**config.mk**
```make
export PLATFORM = sky130hd
export DESIGN_NAME = float_multi_seq
export DESIGN_NICKNAME = d
export VERILOG_FILES = /design/src/rtl/float_multi_seq.sv
export SDC_FILE = /design/constraint.sdc
export NUM_CORES = 1
export LEC_CHECK = 0
export ABC_AREA = 1
export CAP_MARGIN = 5
export CORE_AREA = 2 2 154 186
export CTS_BUF_LIST = sky130_fd_sc_hd__clkbuf_4
export DETAILED_ROUTE_END_ITERATION = 8
export DIE_AREA = 0 0 156 188
export DONT_BUFFER_PORTS = 1
export GPL_ROUTABILITY_DRIVEN = 0
export PLACE_DENSITY = 0.5
export SLEW_MARGIN = 15
export SYNTH_ARGS = -nofsm -noshare
export SYNTH_HDL_FRONTEND = slang
export SYNTH_SLANG_ARGS = --single-unit
```
**constraint.sdc**
```tcl
create_clock -name clk -period 4.88 [get_ports clk]
set_input_delay 0.976 -clock clk [delete_from_list [all_inputs] [get_ports clk]]
set_output_delay 0.976 -clock clk [all_outputs]
set_load 0.05 [all_outputs]
```
**src/rtl/float_multi_seq.sv**
```systemverilog
// Sequential floating-point multiplier: shift-add significand product, then a single
// normalise/truncate cycle. Operands and results move through valid/ready handshakes.
module float_multi_seq #(
  parameter int unsigned EXP_W = 5,
  parameter int unsigned FRA_W = 10
) (
  input  logic                 clk,
  input  logic                 rst,
  input  logic [EXP_W+FRA_W:0] num1,
  input  logic [EXP_W+FRA_W:0] num2,
  input  logic                 valid_i,
  output logic                 ready_o,
  output logic [EXP_W+FRA_W:0] result,
  output logic                 valid_o,
  input  logic                 ready_i,
  output logic                 overflow,
  output logic                 zero,
  output logic                 nan,
  output logic                 precision_lost,
  output logic                 underflow
);

  localparam int W    = 1 + EXP_W + FRA_W;
  localparam int SW   = FRA_W + 1;
  localparam int PW   = 2 * SW;
  localparam int CW   = $clog2(SW);
  localparam int LW   = $clog2(PW);
  localparam int BIAS = (1 << (EXP_W - 1)) - 1;
  localparam int EMAX = (1 << EXP_W) - 1;

  typedef enum logic [1:0] {StIdle, StMul, StNorm, StDone} state_e;

  state_e                  state_q;
  logic [CW-1:0]           cnt_q;
  logic [PW-1:0]           mcand_q;
  logic [SW-1:0]           mplier_q;
  logic [PW-1:0]           acc_q;
  logic signed [EXP_W+1:0] exp_sum_q;
  logic                    sign_q;
  logic                    nan_q;
  logic                    inf_q;

  // Operand unpack
  logic [EXP_W-1:0] exp_a, exp_b, eff_a, eff_b;
  logic [FRA_W-1:0] fra_a, fra_b;
  logic             a_nan, a_inf, a_zero, b_nan, b_inf, b_zero;
  logic signed [EXP_W+1:0] exp_sum_d;

  assign exp_a  = num1[W-2 -: EXP_W];
  assign exp_b  = num2[W-2 -: EXP_W];
  assign fra_a  = num1[FRA_W-1:0];
  assign fra_b  = num2[FRA_W-1:0];
  assign eff_a  = (exp_a == '0) ? EXP_W'(1) : exp_a;
  assign eff_b  = (exp_b == '0) ? EXP_W'(1) : exp_b;
  assign a_nan  = (&exp_a) && (|fra_a);
  assign a_inf  = (&exp_a) && !(|fra_a);
  assign a_zero = !(|exp_a) && !(|fra_a);
  assign b_nan  = (&exp_b) && (|fra_b);
  assign b_inf  = (&exp_b) && !(|fra_b);
  assign b_zero = !(|exp_b) && !(|fra_b);
  assign exp_sum_d = $signed({2'b00, eff_a}) + $signed({2'b00, eff_b})
                   - $signed((EXP_W + 2)'(BIAS));

  assign ready_o = (state_q == StIdle) && !rst;

  // Normalisation of the finished product
  logic [LW-1:0]      lead;
  logic signed [31:0] exp_n;
  logic signed [31:0] shift_n;
  logic [PW-1:0]      aligned;
  logic [2*PW-1:0]    ext;
  logic [FRA_W-1:0]   frac_n;
  logic               sticky, is_sub;
  logic [W-1:0]       res_n;
  logic               ovf_n, zero_n, nan_n, lost_n, unf_n;

  always_comb begin
    lead = '0;
    for (int i = 0; i < PW; i++) begin
      if (acc_q[i]) lead = LW'(i);
    end
    // Biased exponent of the product once its leading one sits at the hidden-bit position.
    exp_n   = 32'(exp_sum_q) + $signed(32'(lead)) - $signed(32'(2 * FRA_W));
    aligned = acc_q << (LW'(PW - 1) - lead);
    if (exp_n > 0)           shift_n = 0;
    else if (exp_n < 1 - PW) shift_n = PW;
    else                     shift_n = 1 - exp_n;
    ext    = {aligned, {PW{1'b0}}} >> shift_n;
    frac_n = ext[2*PW-2 -: FRA_W];
    sticky = |ext[2*PW-2-FRA_W:0];
    is_sub = !ext[2*PW-1];

    res_n  = {sign_q, (is_sub ? EXP_W'(0) : exp_n[EXP_W-1:0]), frac_n};
    ovf_n  = 1'b0;
    zero_n = 1'b0;
    nan_n  = 1'b0;
    lost_n = 1'b0;
    unf_n  = 1'b0;
    if (nan_q) begin
      res_n = {1'b0, {EXP_W{1'b1}}, 1'b1, {(FRA_W - 1){1'b0}}};
      nan_n = 1'b1;
    end else if (inf_q) begin
      res_n = {sign_q, {EXP_W{1'b1}}, {FRA_W{1'b0}}};
    end else if (acc_q == '0) begin
      res_n  = {sign_q, {(W - 1){1'b0}}};
      zero_n = 1'b1;
    end else if (exp_n >= EMAX) begin
      res_n = {sign_q, {EXP_W{1'b1}}, {FRA_W{1'b0}}};
      ovf_n = 1'b1;
    end else begin
      lost_n = sticky;
      unf_n  = sticky && is_sub;
      zero_n = is_sub && (frac_n == '0);
    end
  end

  always_ff @(posedge clk) begin
    if (rst) begin
      state_q        <= StIdle;
      cnt_q          <= '0;
      mcand_q        <= '0;
      mplier_q       <= '0;
      acc_q          <= '0;
      exp_sum_q      <= '0;
      sign_q         <= 1'b0;
      nan_q          <= 1'b0;
      inf_q          <= 1'b0;
      result         <= '0;
      valid_o        <= 1'b0;
      overflow       <= 1'b0;
      zero           <= 1'b0;
      nan            <= 1'b0;
      precision_lost <= 1'b0;
      underflow      <= 1'b0;
    end else begin
      unique case (state_q)
        StIdle: begin
          if (valid_i) begin
            mcand_q   <= {{SW{1'b0}}, |exp_a, fra_a};
            mplier_q  <= {|exp_b, fra_b};
            acc_q     <= '0;
            cnt_q     <= '0;
            exp_sum_q <= exp_sum_d;
            sign_q    <= num1[W-1] ^ num2[W-1];
            nan_q     <= a_nan || b_nan || (a_inf && b_zero) || (b_inf && a_zero);
            inf_q     <= a_inf || b_inf;
            state_q   <= StMul;
          end
        end
        StMul: begin
          if (mplier_q[0]) acc_q <= acc_q + mcand_q;
          mcand_q  <= mcand_q << 1;
          mplier_q <= mplier_q >> 1;
          cnt_q    <= cnt_q + CW'(1);
          if (cnt_q == CW'(FRA_W)) state_q <= StNorm;
        end
        StNorm: begin
          result         <= res_n;
          overflow       <= ovf_n;
          zero           <= zero_n;
          nan            <= nan_n;
          precision_lost <= lost_n;
          underflow      <= unf_n;
          valid_o        <= 1'b1;
          state_q        <= StDone;
        end
        StDone: begin
          if (ready_i) begin
            valid_o <= 1'b0;
            state_q <= StIdle;
          end
        end
        default: state_q <= StIdle;
      endcase
    end
  end

endmodule

```
Word-level counts from Yosys, hierarchy flattened --
Index checks and enable logic that the tools add are counted.
Storage, ports and cells: logic and storage cells 140, input port bits 36, output and inout port bits 23, flip-flop bits (word level) 93
Operators by class: bitwise logic cells 1, mux-type cells 62, $lt $le $gt $ge 3, $add $sub $neg 8, eq/ne operators 8, reduce and logical (&&, ||, !) cells 40, shift operators 2
Operator list (count):
- 5-bit 2-to-1 mux | 21
- 22-bit one-hot mux with 2 select lines | 2
- 22-bit 2-to-1 mux | 3
- 32-bit 2-to-1 mux | 2
- 15-bit 2-to-1 mux | 3
- 44-bit by 32-bit right shift with 44-bit output | 1
- 33-bit OR reduction | 1
- 22-bit adder | 1
- 22-bit zero test | 1
- 11-bit one-hot mux with 2 select lines | 1
- 22-bit by 5-bit left shift with 22-bit output | 1
- 10-bit OR reduction | 2
- 1-bit 2-to-1 mux | 19
- 16-bit 2-to-1 mux | 1
- 1-bit logical AND | 11
- 11-bit 2-to-1 mux | 1
- 10-bit zero test | 1
- 5-bit zero test | 2
- 2-bit 2-to-1 mux | 5
- 5-bit AND reduction | 2
- 5-bit OR reduction | 2
- 2-bit by 9-bit subtractor with 10-bit output (first input constant) | 1
- 9-bit by 6-bit greater-or-equal comparator with 1-bit output (second input constant) | 1
- 9-bit by 1-bit > comparator with 1-bit output (second input constant) | 1
- 22 further kinds | 38

Depth between registers and ports, before layout --
Gate-level depths: netlist (run 1).
word-level depth 33, depth in mapped cells 58, mapped depth without buffers 56

Worst setup path before layout (run 1) --
No wires, ideal clock.
path kind reg2reg, start register acc_q[1], end register precision_lost, setup time 0.110 ns, cell stages (with the launch flop) 53, arrival time 4.691 ns, setup slack 0.080 ns, cell sequence dfxtp_1 > nand2_1 > nand2_1 > nand2_1 > nand2_1 > nand2_1 > nand2_1 > nand2_1 > nand2_1 > nand2_1 > nand2_1 > nand2_1 > nand2_1 > nand2_1 > nand2_1 > nand2_1 > nand2_1 > nand2_2 > [17 not listed] > buf_4 > nand3_1 > nand3_1 > nand2_1 > nand2_1 > nand3_1 > nand2_1 > nand2_1 > nor2_1 > nand3_2 > nand2_1 > nand2_1 > nand2_1 > nand2_1 > nand2_1 > nand2_1 > nand2_1 > inv_1
Between the ends: longest elaborated chain between the ends 32
RTL lines:
- from (decl) | line 37 | logic [PW-1:0] acc_q;
- from (signal assigned) | line 151 | if (mplier_q[0]) acc_q <= acc_q + mcand_q;
- 1-bit 2-to-1 mux | line 80 | if (acc_q[i]) lead = LW'(i);
- 2-bit 2-to-1 mux (2 in a row) | line 80
- 5-bit 2-to-1 mux (18 in a row) | line 80
- 7-bit by 6-bit adder with 8-bit output | line 83 | exp_n = 32'(exp_sum_q) + $signed(32'(lead)) - $signed(32'(2 * FRA_W));
- 8-bit by 6-bit subtractor with 9-bit output | line 83
- 2-bit by 9-bit subtractor with 10-bit output or 9-bit by 6-bit less-than comparator with 1-bit output (tied branches) | line 87, 86
- 32-bit 2-to-1 mux | line 86 | else if (exp_n < 1 - PW) shift_n = PW;
- 32-bit 2-to-1 mux | line 85 | if (exp_n > 0) shift_n = 0;
- 44-bit by 32-bit right shift with 44-bit output | line 88 | ext = {aligned, {PW{1'b0}}} >> shift_n;
- 33-bit OR reduction | line 90 | sticky = |ext[2*PW-2-FRA_W:0];
- 1-bit 2-to-1 mux | line 107 | end else if (exp_n >= EMAX) begin
- 1-bit 2-to-1 mux (*) | line 104 | end else if (acc_q == '0) begin
- 1-bit 2-to-1 mux (*) | line 102 | end else if (inf_q) begin
- 1-bit 2-to-1 mux (*) | line 99 | if (nan_q) begin
- to (signal assigned) | line 162 | precision_lost <= lost_n;
- to (decl) | line 19 | output logic precision_lost,
Every way passes the cells marked *; elsewhere a longest branch is shown, timed or not. A chain may end at the register's enable or synchronous reset.

Worst setup path after layout (run 1) --
start register acc_q[2], end register underflow
Between the ends: longest elaborated chain between the ends 32
RTL lines:
- 2-bit 2-to-1 mux (2 in a row) | line 80
- 5-bit 2-to-1 mux (18 in a row) | line 80
- 7-bit by 6-bit adder with 8-bit output | line 83
- 8-bit by 6-bit subtractor with 9-bit output | line 83
- 2-bit by 9-bit subtractor with 10-bit output or 9-bit by 6-bit less-than comparator with 1-bit output (tied branches) | line 87, 86
- 32-bit 2-to-1 mux | line 86
- 32-bit 2-to-1 mux | line 85
- 44-bit by 32-bit right shift with 44-bit output | line 88
- 33-bit OR reduction or 1-bit zero test (tied branches) | line 90, 91
- 1-bit logical AND | line 112 | unf_n = sticky && is_sub;
- 1-bit 2-to-1 mux | line 107
- 1-bit 2-to-1 mux (*) | line 104
- 1-bit 2-to-1 mux (*) | line 102
- 1-bit 2-to-1 mux (*) | line 99
- to (signal assigned) | line 163 | underflow <= unf_n;
- to (decl) | line 20 | output logic underflow
Marked as above.

==> flow_summary.json, run 1 <==
{
  "cp.required_ps": 5290,
  "dieArea_sq_um": 29300,
  "slew_viol_final": 0,
  "slew_headroom_pct": 27.8,
  "grt_overflow": 0,
  "violations": "negative setup slack",
  "grt_use_total_pct": 16.8,
  "drt_wl_total_mm": 24.1,
  "syn_nets": 1420,
  "rsz0062_at_grt": "true",
  "cp-end-kind": "flip-flop",
  "min_period_over_period_pct": 102,
  "final_common_cell": "nand2_1",
  "dr_total_vias": 8737,
  "portBuffers": 0,
  "grt_max_degree": 57,
  "root_buffer": "clkbuf_4",
  "post_drt_via_cell_ratio": 5.00,
  "min-delay-start": "mcand_q[16]",
  "r2r_end": "underflow",
  "grt_pass1_vias": 8665,
  "chipHeight_microns": 188,
  "fin_cells": 1747,
  "yosysSeqAreaShare_pct": 22.8,
  "worst_slew_pin_slew_ps": 1080,
  "initial_core_util_pct": 29.6,
  "holdPathStages": 2,
  "worstPathArrival_ps": 5370,
  "setup_viol_count_final": 3,
  "dr.pass1.iters": 5,
  "timing.hold.ws_ps": 475,
  "synth_edf_count": 0,
  "crit_top_cell": "nand2_1",
  "ys_top_cells_by_area": "dfxtp_1, nand2_1, nand3_1, ha_1, a21oi_1",
  "hold_viol": 0,
  "startpoint_type": "flip-flop",
  "avgRoutedWirePerCell_microns": 13.8,
  "synthToLayoutAreaGrowth_pct": 21.1,
  "syn-cell-area_sq_um": 8170,
  "synth_ff_type": "dfxtp_1",
  "io_pins": 59,
  "cts_max_path_buffers": 2,
  "drv_cap": 0,
  "numCtsBuffers": 9,
  "hpwl_mm": 18.4,
  "min_to": "mcand_q[17]",
  "max_stage_delay_ps": 360,
  "ctsHoldBuffers": 0,
  "async_flop_share_pct": 0,
  "yosys_warnings": 0,
  "fmaxAchievable_mhz": 202,
  "synth_area_per_cell_sq_um": 6.15,
  "reg2reg_depth": 49,
  "yosysTopAreaCell": "dfxtp_1",
  "drtIter0Drc": 436,
  "setup_ws_ps": -77.2,
  "yosys_register_bits": 93,
  "ff2ff_setup_slack_ps": -80,
  "path_max_fanout": 8,
  "dp_cells": 1714,
  "crit_type": "flip-flop to flip-flop",
  "h-tree-depth": 3,
  "drive_above_1_share_pct": 19.6,
  "status": "complete, but fails checks",
  "final_cell_mix": "nand2_1, nand3_1, inv_1",
  "cp_slowest_cell": "dfxtp_2",
  "grt_antenna_before_repair": 1,
  "synth_top_cell_area_share_pct": 22.8,
  "syn_inst": 1329,
  "clk_pin_slew_ps": 150,
  "hold_path_class": "flip-flop to flip-flop",
  "finClkSkew_ps": 26.6,
  "cts_tree": "yes",
  "core_sq_um": 27600,
  "grt_pass1_wl_mm": 41.1,
  "finalNetCount": 1488,
  "r2r-start": "acc_q[2]",
  "ant_nets": 0,
  "rows": 67,
  "synth_cell_types": 57,
  "period_minus_slack_ps": 4960,
  "die_x_microns": 156,
  "clock-sinks": 93,
  "drc": 0,
  "clk_latency_ps": 480
}
[through the flow]
stage | cell area, sq um | utilization, % | setup TNS [ps] | worst slack (ps)
after floorplan | 8170 | - | 0 | 79.8
after global placement | 9130 | 33.1 | -326 | -135
after detailed placement | 9130 | 33.1 | -534 | -234
after CTS | 9640 | 35.0 | -99.4 | -59.2
after global routing | 9900 | 35.9 | -3760 | -614
final | 9900 | 35.9 | -155 | -77.2
[cells by family (layout without fill, tap and decap cells)]
family	Yosys count	after routing	synth area share [%]
and+or+nand+nor	733	734	40.6
AOI/OAI and AO/OA	237	237	16.5
buffers and inverters	200	271	10.0
DFF	93	93	22.8
adders and majority gates	55	55	8.69
xor gates and xnor gates	11	11	1.45
other	0	1	0
[worst max-delay path, delay by kind of cell, from the launching register on]
kind	cells	cell delay (ps)
DFF	1	360
adders and majority gates	3	500
xor gates and xnor gates	1	270
buffers and inverters	6	530
AOI/OAI and AO/OA	3	520
and+or+nand+nor	36	2690
[cell type report]
| class | instances | area [sq um] |
|---|---|---|
| Clock inverter | 5 | 35.0 |
| Antenna cell | 1 | 2.50 |
| Multi-Input combinational cell | 1037 | 5920 |
| Clock buffer | 10 | 75.1 |
| Sequential cell | 93 | 1860 |
| Fill cell | 3042 | 17700 |
| Inverter | 138 | 534 |
| Timing Repair Buffer | 117 | 1030 |
| Tap cell | 345 | 432 |
| Timing Repair inverter | 1 | 6.26 |
[synthesized netlist by cell type (13+ instances only)]
cell,instances
o21ai_0,71
a31oi_1,25
nand2_1,354
a21oi_1,103
nor2_1,73
inv_1,118
nor3_1,13
nand4_1,18
dfxtp_1,93
nand3_1,226
ha_1,52
inv_2,16
clkbuf_1,40
[flip-flops by register name (all words and copies together), names as in the netlist]
name / flops
acc_q: 22
cnt_q: 4
exp_sum_q: 7
inf_q: 1
mcand_q: 22
mplier_q: 11
nan: 1
nan_q: 1
overflow: 1
precision_lost: 1
result: 16
sign_q: 1
state_q: 2
underflow: 1
valid_o: 1
zero: 1
[worst max path at each step]
stage | depth (start not counted) | to | from
floorplan | 52 | precision_lost | acc_q[1]
global placement | 55 | precision_lost | acc_q[2]
detailed placement | 55 | precision_lost | acc_q[2]
CTS | 55 | precision_lost | acc_q[2]
global route | 53 | precision_lost | acc_q[2]
finish | 49 | underflow | acc_q[2]
[routing by layer]
layer / wire [microns] / up-vias / GRT usage (%)
met5: 0 / - / 0
met4: 474 / 0 / 5.40
met3: 487 / 31 / 1.83
met2: 11900 / 106 / 30.1
met1: 11200 / 4001 / 21.0
li1: - / 4599 / -
[what timing repair did]
| action | 4_1_cts | 5_1_grt |
|---|---|---|
| gates cloned | 4 | 0 |
| gates resized for setup | 57 | 61 |
| endpoints found under the setup margin | 4 | 17 |
| buffers inserted | 11 | 5 |
| pin swaps | 29 | 50 |
Power of run 1 is not shown: default switching activity piles up to over one toggle a cycle in this logic, so the estimate is an artifact.
==> run 2, diff against run 1 <==
==> constraint.sdc (replaced) <==
create_clock -name clk -period 4.5 [get_ports clk]
set_input_delay 0.9 -clock clk [delete_from_list [all_inputs] [get_ports clk]]
set_output_delay 0.9 -clock clk [all_outputs]
set_load 0.05 [all_outputs]
==> run 2 against run 1 <==
  * The flow still finishes with violations (negative setup slack)
  * Die area unchanged
  * Register-to-register slack worse by 310 ps
  * Worst hold slack worse by 20 ps
  * Core utilization up 2.2 points
  * Global-route usage up 0.10 points
  * First-iteration DRC count up 5.3%
  * Design area up 6.2%
  * Critical path depth up 2
  * Count of clock-buffer cells in the layout down 1
  * Non-clock buffer count up 47
  * Clock skew down 1.8 ps
  * Largest cell class unchanged
==> flow_summary.json, run 2 (synthesized netlist as in run 1, its figures left out) <==
{
  "status": "complete, but fails checks",
  "violations": "negative setup slack",
  "post_drt_via_cell_ratio": 4.98,
  "cp.required_ps": 4890,
  "drive_above_1_share_pct": 24.1,
  "h-tree-depth": 3,
  "min_to": "result[1]",
  "cp_slowest_cell": "fa_2",
  "ctsHoldBuffers": 0,
  "rows": 67,
  "die_x_microns": 156,
  "reg2reg_depth": 51,
  "finClkSkew_ps": 24.8,
  "core_sq_um": 27600,
  "drv_cap": 0,
  "slew_viol_final": 0,
  "fmaxAchievable_mhz": 205,
  "grt_use_total_pct": 17.0,
  "synthToLayoutAreaGrowth_pct": 28.5,
  "drtIter0Drc": 459,
  "reg_top3": "acc_q x22, mcand_q x22, result x16",
  "final_common_cell": "nand2_1",
  "hold_path_class": "input port to flip-flop",
  "path_max_fanout": 6,
  "ant_nets": 0,
  "crit_buf_inv": 9,
  "cts_tree": "yes",
  "cp-end-kind": "flip-flop",
  "setup_ws_ps": -386,
  "max_stage_delay_ps": 560,
  "cp.depth": 51,
  "grt_antenna_before_repair": 1,
  "io_pins": 59,
  "drt_wl_total_mm": 24.9,
  "worstPathArrival_ps": 5270,
  "fin_cells": 1793,
  "min-delay-start": "rst",
  "root_buffer": "clkbuf_4",
  "grt_pass1_wl_mm": 41.4,
  "dp_cells": 1748,
  "dr.pass1.iters": 5,
  "startpoint_type": "flip-flop",
  "portBuffers": 0,
  "hold_viol": 0,
  "r2r_end": "precision_lost",
  "clk_pin_slew_ps": 170,
  "holdPathStages": 1,
  "chipHeight_microns": 188,
  "finalNetCount": 1534,
  "crit_type": "flip-flop to flip-flop",
  "clock-sinks": 93,
  "rsz0062_at_grt": "true",
  "ff2ff_setup_slack_ps": -390,
  "placed_cell_area_sq_um": 9510,
  "worst_slew_pin_slew_ps": 1050,
  "avgRoutedWirePerCell_microns": 13.9,
  "numCtsBuffers": 9,
  "hpwl_mm": 19.1,
  "slew_headroom_pct": 30.2,
  "dieArea_sq_um": 29300,
  "period_minus_slack_ps": 4890,
  "fin_area_sq_um": 10500,
  "clk_latency_ps": 480,
  "cts_max_path_buffers": 2,
  "dr_total_vias": 8925,
  "setup_viol_count_final": 11,
  "grt_pass1_vias": 8727,
  "crit_top_cell": "nand2_1",
  "grt_overflow": 0,
  "initial_core_util_pct": 29.6,
  "final_cell_mix": "nand2_1, nand3_1, buf_4",
  "r2r-start": "acc_q[2]",
  "fin_tns_setup_ps": -1910,
  "cp_top_family": "simple AND/OR/NAND/NOR gates",
  "min_period_over_period_pct": 109,
  "place_ws_ps": -533,
  "grt_max_degree": 57,
  "drc": 0
}
[run 2: layout make-up]
class	instances	area [sq um]
fillers	2999	17100
multi-input cells	1037	6060
flip-flops and latches	93	1860
repair buffers	164	1460
inverters	138	529
well taps	345	432
clock inverters	6	96.3
clock buffers	9	67.6
diodes	1	2.50
[run 2: stage by stage]
step | hold slack [ps] | utilization (%)
after floorplan | 435 | -
after global placement | 449 | 34.5
after detailed placement | 450 | 34.5
after CTS | 395 | 36.5
after global routing | 406 | 38.1
final | 455 | 38.1
[run 2: worst max-delay path by stage]
stage                  start             end  slack, ps
finish              acc_q[2]  precision_lost       -390
global route        acc_q[2]  precision_lost       -840
CTS                 acc_q[2]  precision_lost       -410
detailed placement  acc_q[4]  precision_lost       -530
global placement    acc_q[2]  precision_lost       -510
floorplan           acc_q[2]  precision_lost       -220
[run 2: metal layers]
layer,global-route usage (%),vias up,routed length (microns)
met5,0,-,0
met4,5.01,0,600
met3,2.01,38,601
met2,30.2,144,12200
met1,21.3,4054,11500
li1,-,4689,-
[run 2: what timing repair did]
action / CTS / global route
pin swaps: 22 / 44
cloned: 4 / 2
endpoints found under the setup margin: 15 / 18
buffers inserted: 11 / 16
gates resized for setup: 42 / 82
Power of run 2 is left out for the same reason.
==> run 3, diff against run 2 <==
--- a/config.mk
+++ b/config.mk
@@ -14,7 +14,6 @@
 export DONT_BUFFER_PORTS = 1
 export GPL_ROUTABILITY_DRIVEN = 0
 export PLACE_DENSITY = 0.5
-export SLEW_MARGIN = 15
 export SYNTH_ARGS = -nofsm -noshare
 export SYNTH_HDL_FRONTEND = slang
 export SYNTH_SLANG_ARGS = --single-unit
==> results of run 3 <==
No change in the layout: final DEF, timing and power equal those of run 2.
Power of run 3 is left out for the same reason.
